[src/rtl/eth_block_lock_ctrl.sv]
// -----------------------------------------------------------------------------
// eth_block_lock_ctrl
//
// 64b/66b receive block-lock state machine. Tests sync headers in windows of
// SH_CNT_MAX header events. While unlocked, any invalid header requests a
// bitslip from the gearbox. Lock is declared after a full window of valid
// headers. While locked, lock is dropped and a slip is requested as soon as
// SH_INVALID_MAX invalid headers have been seen within one window. After each
// slip, headers are ignored for SLIP_WAIT cycles while the gearbox realigns.
//
// Ports
//   i_clk            clock, rising edge
//   i_rst_n          asynchronous active-low reset (release pre-synchronised)
//   i_enable         1 = run lock search, 0 = hold in RESET_CNT with lock low
//   i_data_valid     gearbox beat valid
//   i_header         2-bit sync header of the current block
//   i_header_valid   i_header belongs to this beat
//   o_slip           one-cycle bitslip request
//   o_block_lock     block lock achieved
//   o_state          0 RESET_CNT, 1 TEST, 2 SLIP_WAIT
//   o_lock_loss_cnt  saturating count of lock-loss events
// -----------------------------------------------------------------------------
module eth_block_lock_ctrl #(
    parameter int unsigned SH_CNT_MAX     = 64,
    parameter int unsigned SH_INVALID_MAX = 16,
    parameter int unsigned SLIP_WAIT      = 32
) (
    input  logic        i_clk,
    input  logic        i_rst_n,
    input  logic        i_enable,
    input  logic        i_data_valid,
    input  logic [1:0]  i_header,
    input  logic        i_header_valid,
    output logic        o_slip,
    output logic        o_block_lock,
    output logic [1:0]  o_state,
    output logic [15:0] o_lock_loss_cnt
);

    localparam int unsigned CNT_W = $clog2(SH_CNT_MAX + 1);
    localparam int unsigned INV_W = $clog2(SH_INVALID_MAX + 1);
    localparam int unsigned TMR_W = $clog2(SLIP_WAIT + 1);

    localparam logic [CNT_W-1:0] CNT_LIMIT = CNT_W'(SH_CNT_MAX);
    localparam logic [INV_W-1:0] INV_LIMIT = INV_W'(SH_INVALID_MAX);
    localparam logic [TMR_W-1:0] TMR_LOAD  = TMR_W'(SLIP_WAIT);

    typedef enum logic [1:0] {
        ST_RESET_CNT = 2'd0,
        ST_TEST      = 2'd1,
        ST_SLIP_WAIT = 2'd2
    } state_e;

    state_e           state_q, state_d;
    logic [CNT_W-1:0] sh_cnt_q, sh_cnt_d;
    logic [INV_W-1:0] sh_invalid_cnt_q, sh_invalid_cnt_d;
    logic [TMR_W-1:0] slip_timer_q, slip_timer_d;
    logic             slip_q, slip_d;
    logic             block_lock_q, block_lock_d;
    logic [15:0]      lock_loss_cnt_q, lock_loss_cnt_d;

    logic             hdr_event;
    logic             hdr_ok;
    logic [CNT_W-1:0] sh_cnt_inc;
    logic [INV_W-1:0] sh_invalid_inc;

    assign hdr_event      = i_data_valid & i_header_valid;
    // Only 01 and 10 are legal sync headers, i.e. the two bits differ.
    assign hdr_ok         = i_header[1] ^ i_header[0];
    // Stored counts stay below their limits, so the +1 never overflows.
    assign sh_cnt_inc     = sh_cnt_q + CNT_W'(1);
    assign sh_invalid_inc = sh_invalid_cnt_q + INV_W'(!hdr_ok);

    // NOTE: every _d gets a default before the case so no path leaves it
    // unassigned; a missing default here would infer a latch.
    always_comb begin
        state_d          = state_q;
        sh_cnt_d         = sh_cnt_q;
        sh_invalid_cnt_d = sh_invalid_cnt_q;
        slip_timer_d     = slip_timer_q;
        slip_d           = 1'b0;
        block_lock_d     = block_lock_q;
        lock_loss_cnt_d  = lock_loss_cnt_q;

        if (!i_enable) begin
            // Disabling is not a lock loss: no slip, no loss count.
            state_d      = ST_RESET_CNT;
            block_lock_d = 1'b0;
        end else begin
            unique case (state_q)
                ST_RESET_CNT: begin
                    sh_cnt_d         = '0;
                    sh_invalid_cnt_d = '0;
                    state_d          = ST_TEST;
                end

                ST_TEST: begin
                    if (hdr_event) begin
                        sh_cnt_d = sh_cnt_inc;
                        if (!block_lock_q) begin
                            if (!hdr_ok) begin
                                slip_d       = 1'b1;
                                slip_timer_d = TMR_LOAD;
                                state_d      = ST_SLIP_WAIT;
                            end else if (sh_cnt_inc == CNT_LIMIT) begin
                                block_lock_d = 1'b1;
                                state_d      = ST_RESET_CNT;
                            end
                        end else begin
                            sh_invalid_cnt_d = sh_invalid_inc;
                            // Invalid limit is checked first so it wins over a
                            // window ending on the same event.
                            if (!hdr_ok && (sh_invalid_inc == INV_LIMIT)) begin
                                block_lock_d = 1'b0;
                                slip_d       = 1'b1;
                                slip_timer_d = TMR_LOAD;
                                state_d      = ST_SLIP_WAIT;
                                if (lock_loss_cnt_q != 16'hFFFF) begin
                                    lock_loss_cnt_d = lock_loss_cnt_q + 16'd1;
                                end
                            end else if (sh_cnt_inc == CNT_LIMIT) begin
                                state_d = ST_RESET_CNT;
                            end
                        end
                    end
                end

                ST_SLIP_WAIT: begin
                    // Counts down every cycle; leaving as it reaches zero
                    // gives exactly SLIP_WAIT cycles in this state.
                    slip_timer_d = slip_timer_q - TMR_W'(1);
                    if (slip_timer_q <= TMR_W'(1)) begin
                        state_d = ST_RESET_CNT;
                    end
                end

                default: begin
                    state_d = ST_RESET_CNT;
                end
            endcase
        end
    end

    // NOTE: state uses non-blocking assignments so every flop samples the
    // pre-edge values; the reset branch is asynchronous via the sensitivity list.
    always_ff @(posedge i_clk or negedge i_rst_n) begin
        if (!i_rst_n) begin
            state_q          <= ST_RESET_CNT;
            sh_cnt_q         <= '0;
            sh_invalid_cnt_q <= '0;
            slip_timer_q     <= '0;
            slip_q           <= 1'b0;
            block_lock_q     <= 1'b0;
            lock_loss_cnt_q  <= '0;
        end else begin
            state_q          <= state_d;
            sh_cnt_q         <= sh_cnt_d;
            sh_invalid_cnt_q <= sh_invalid_cnt_d;
            slip_timer_q     <= slip_timer_d;
            slip_q           <= slip_d;
            block_lock_q     <= block_lock_d;
            lock_loss_cnt_q  <= lock_loss_cnt_d;
        end
    end

    assign o_slip          = slip_q;
    assign o_block_lock    = block_lock_q;
    assign o_state         = state_q;
    assign o_lock_loss_cnt = lock_loss_cnt_q;

endmodule

[config.mk]
export PLATFORM = sky130hd
export DESIGN_NAME = eth_block_lock_ctrl
export DESIGN_NICKNAME = d
export VERILOG_FILES = /design/src/rtl/eth_block_lock_ctrl.sv
export SDC_FILE = /design/constraint.sdc
export NUM_CORES = 1
export LEC_CHECK = 0
export CORE_ASPECT_RATIO = 1.1
export CORE_MARGIN = 1.5
export CORE_UTILIZATION = 45
export CTS_BUF_LIST = sky130_fd_sc_hd__clkbuf_16
export CTS_CLUSTER_SIZE = 28
export DETAILED_ROUTE_END_ITERATION = 10
export PLACE_DENSITY = 0.73
export SLEW_MARGIN = 30
export SYNTH_ARGS = -nofsm -noshare
export SYNTH_HDL_FRONTEND = slang
export SYNTH_SLANG_ARGS = --single-unit
[constraint.sdc]
create_clock -name i_clk -period 2.8 [get_ports i_clk]
set_clock_uncertainty 0.15 [all_clocks]
set_input_delay 0.56 -clock i_clk [delete_from_list [all_inputs] [get_ports i_clk]]
set_output_delay 0.56 -clock i_clk [all_outputs]
set_load 0.02 [all_outputs]
==> reports/qor.yml <==
final_min_period_over_clock_period_pct: 97.3
placement.setup.worst_slack_ns: -0.604
antennaDiodeCount: 0
timing.critical_path.to_type: "flip-flop"
via_per_inst: 5.50
num_io_pins: 27
post-layout-total-power_mw: 1.34
synthDominantCellAreaShare_pct: 48.1
later_pin_clock_latency_in_the_skew_report_ns: 0.28
dieWidth_um: 66.2
fin_nets: 254
synth.most_common_cell: "sky130_fd_sc_hd__dfrtp_1"
timing.critical_path.cells: "clkbuf_2, xor2_4, inv_2, ha_4, ha_4, xor2_1, or4_4, nor4_4, buf_4, buf_12, mux2_2"
vias: 1627
core.rowCount: 25
place_congestion: 0.795
critical_path.n_buffers_inverters: 4
fmaxAchievable_mhz: 367
unrepaired_setup_endpoints_after_global_routing: "false"
reg2reg_start: "sh_invalid_cnt_q[0]"
static-leakage-power_nw: 1.10
wl_per_cell_um: 13.9
status: "completed"
stdcell_count: 296
placed_cell_area_um2: 2420
net_count_after_synthesis: 207
worst_slack_ns: 0.0757
critPathKind: "in2reg"
final.setup.tns_ns: 0
globalRoute.totalOverflow: 0
detail_route.first_pass.iterations: 4
postSynth.topFlopCell: "sky130_fd_sc_hd__dfrtp_1"
route.detailed.drc: 0
maximum_number_of_pins_on_one_net_before_global_route_repair: 39
worst_ep_arrival_time_ns: 2.74
timing.hold.ws_ns: 0.237
power.density_cell_area_nw_per_um2: 512
overall_die_height_um: 72.5
measured_slew_at_the_worst_slew_check_pin_ns: 0.844
slowest_delay_ns: 0.44
tritoncts.num_buffers: 5
timing.critical_path.slowest_stage_cell: "sky130_fd_sc_hd__or4_4"
critical_path.max_fanout: 8
crit_path_start_kind: "input port"
timing.final.hold_violations: 0
setup.worst_path.start: "i_header[0]"
yosys.cell_types.count: 40
initial_util_pct: 46.4
tritoncts_clock_tree: "built"
synthCells: 194
synth-warning-count: 0
crit_family: "simple AND/OR/NAND/NOR gates"
initialDrtViolationCount: 92
synthesis.area_um2: 1980
synth.area.top_cells: "sky130_fd_sc_hd__dfrtp_1 48%, sky130_fd_sc_hd__xnor2_1 8.0%, sky130_fd_sc_hd__nand2_1 4.0%, sky130_fd_sc_hd__xor2_1 4.0%, sky130_fd_sc_hd__ha_1 3.8%"
finalSetupViolations: 0
timing_max_transition_violations_final: 0
synth.avg_cell_area_um2: 10.2
timing.max_cap.violations: 0
floorplan.core_area_um2: 4250
clk_pin_slew_worst_paths_ns: 0.05
synth-edff-count: 0
clock_sink_count: 38
clock_tree.buffer_depth: 2
htree_num_levels: 2
grt_first_pass_wirelength_um: 7010
cts_hold_fix_bufs: 0
worst-endpoint-required_ns: 2.81
die_area_um2: 4800
grt_use_total_pct: 18.8
crit_path_frequent_cell: "sky130_fd_sc_hd__ha_4"
place_inst: 283
clockRootBuffer: "sky130_fd_sc_hd__clkbuf_16"
layout-drive-gt1-share_pct: 14.9
place_hpwl_um: 2790
antenna_left: 0
synth_seq_area_share_pct: 48.1
finish.instance_area_um2: 2610
placement.io_buffers: 26
ys_ff_latch: 38
postSynth.asyncResetShare_pct: 100
grt_pass1_vias: 1572
slew_headroom_pct: 43.7
synth_area_leader_cell: "sky130_fd_sc_hd__dfrtp_1"
antenna_found_initial: 0
worst_hold_path_type: "in2async"
synthesis_to_layout_area_growth_pct: 32.0
finalWorstPathRequiredPeriod_ns: 2.72
synth.top_cells.by_count: "38 x sky130_fd_sc_hd__dfrtp_1, 21 x sky130_fd_sc_hd__nand2_1, 18 x sky130_fd_sc_hd__xnor2_1, 16 x sky130_fd_sc_hd__nor2_1"
postRouteWirelength_um: 4120
timing.reg2reg.setup_slack_ns: 0.29
fin_util_pct: 61.3
worst_vdd_drop_mv: 0.272
[routing by layer]
metal	track usage, %	vias to the layer above	wire length [µm]
met5	0	-	0
met4	7.26	0	99
met3	4.19	12	141
met2	30.4	43	1980
met1	24.5	793	1900
li1	-	779	-
[what timing repair did]
action / CTS / global route
buffers inserted: 2 / 2
hold endpoints to repair: 0 / 0
resized for setup: 5 / 2
gates cloned: 0 / 1
setup endpoints to repair: 24 / 5
pin swaps: 1 / 2
[power breakdown]
| part | switching [mW] | total, mW | internal (mW) |
|---|---|---|---|
| clock network | 0.220 | 0.545 | 0.325 |
| registers | 0.0415 | 0.632 | 0.590 |
| logic | 0.0841 | 0.160 | 0.0754 |
| total | 0.346 | 1.34 | 0.991 |
[kinds of logic (layout without fill, tap and decap cells)]
logic type      after synthesis  in the layout  share of synthesized area (%)
buf+inv                       8             56                           1.90
xor+xnor                     27             27                           12.0
fa+ha+maj                     6              6                           3.80
mux                           1              1                          0.570
compound gates               29             29                           10.4
flops                        38             38                           48.1
simple gates                 85             85                           23.2
[registers in the layout (all words and copies together) (netlist names)]
signal and flops:
o_lock_loss_cnt 16, sh_cnt_q 7, slip_timer_q 6, sh_invalid_cnt_q 5, o_state 2, o_block_lock 1, o_slip 1
[cells in the final DEF (no fill, tap or decap), types with 3 or more instances in the layout]
cell                              netlist  final
sky130_fd_sc_hd__a21o_1                 3      3
sky130_fd_sc_hd__and3_1                 3      3
sky130_fd_sc_hd__buf_4                  0     14
sky130_fd_sc_hd__clkbuf_16              0      6
sky130_fd_sc_hd__clkdlybuf4s50_1        0     23
sky130_fd_sc_hd__dfrtp_1               38     38
sky130_fd_sc_hd__ha_1                   6      4
sky130_fd_sc_hd__inv_1                  6      5
sky130_fd_sc_hd__nand2_1               21     21
sky130_fd_sc_hd__nand2b_1               4      4
sky130_fd_sc_hd__nand3_1               10     10
sky130_fd_sc_hd__nand4_1               10     10
sky130_fd_sc_hd__nor2_1                16     16
sky130_fd_sc_hd__nor2b_1                4      4
sky130_fd_sc_hd__o21ai_0               10     10
sky130_fd_sc_hd__o31ai_1                4      4
sky130_fd_sc_hd__xnor2_1               18     18
sky130_fd_sc_hd__xor2_1                 9      8
[layout make-up]
class / instances / area, µm²
fill: 363 / 1650
multi-input combinational: 148 / 1030
sequential: 38 / 951
timing repair buffer: 42 / 395
clock buffer: 5 / 125
tap: 54 / 67.6
inverter: 6 / 22.5
clock inverter: 3 / 16.3
[path summary, 6_finish.rpt]
| path | end | cells after the start |
|---|---|---|
| max in group asynchronous | o_lock_loss_cnt[9] | 1 |
| setup / recovery | o_lock_loss_cnt[1] | 11 |
| hold / removal | o_lock_loss_cnt[5] | 1 |
| setup reg to reg | o_lock_loss_cnt[1] | 8 |
| hold reg to reg | sh_cnt_q[1] | 2 |
| min in group i_clk | sh_cnt_q[1] | 2 |
No activity file was read; power rests on OpenSTA's default activity.
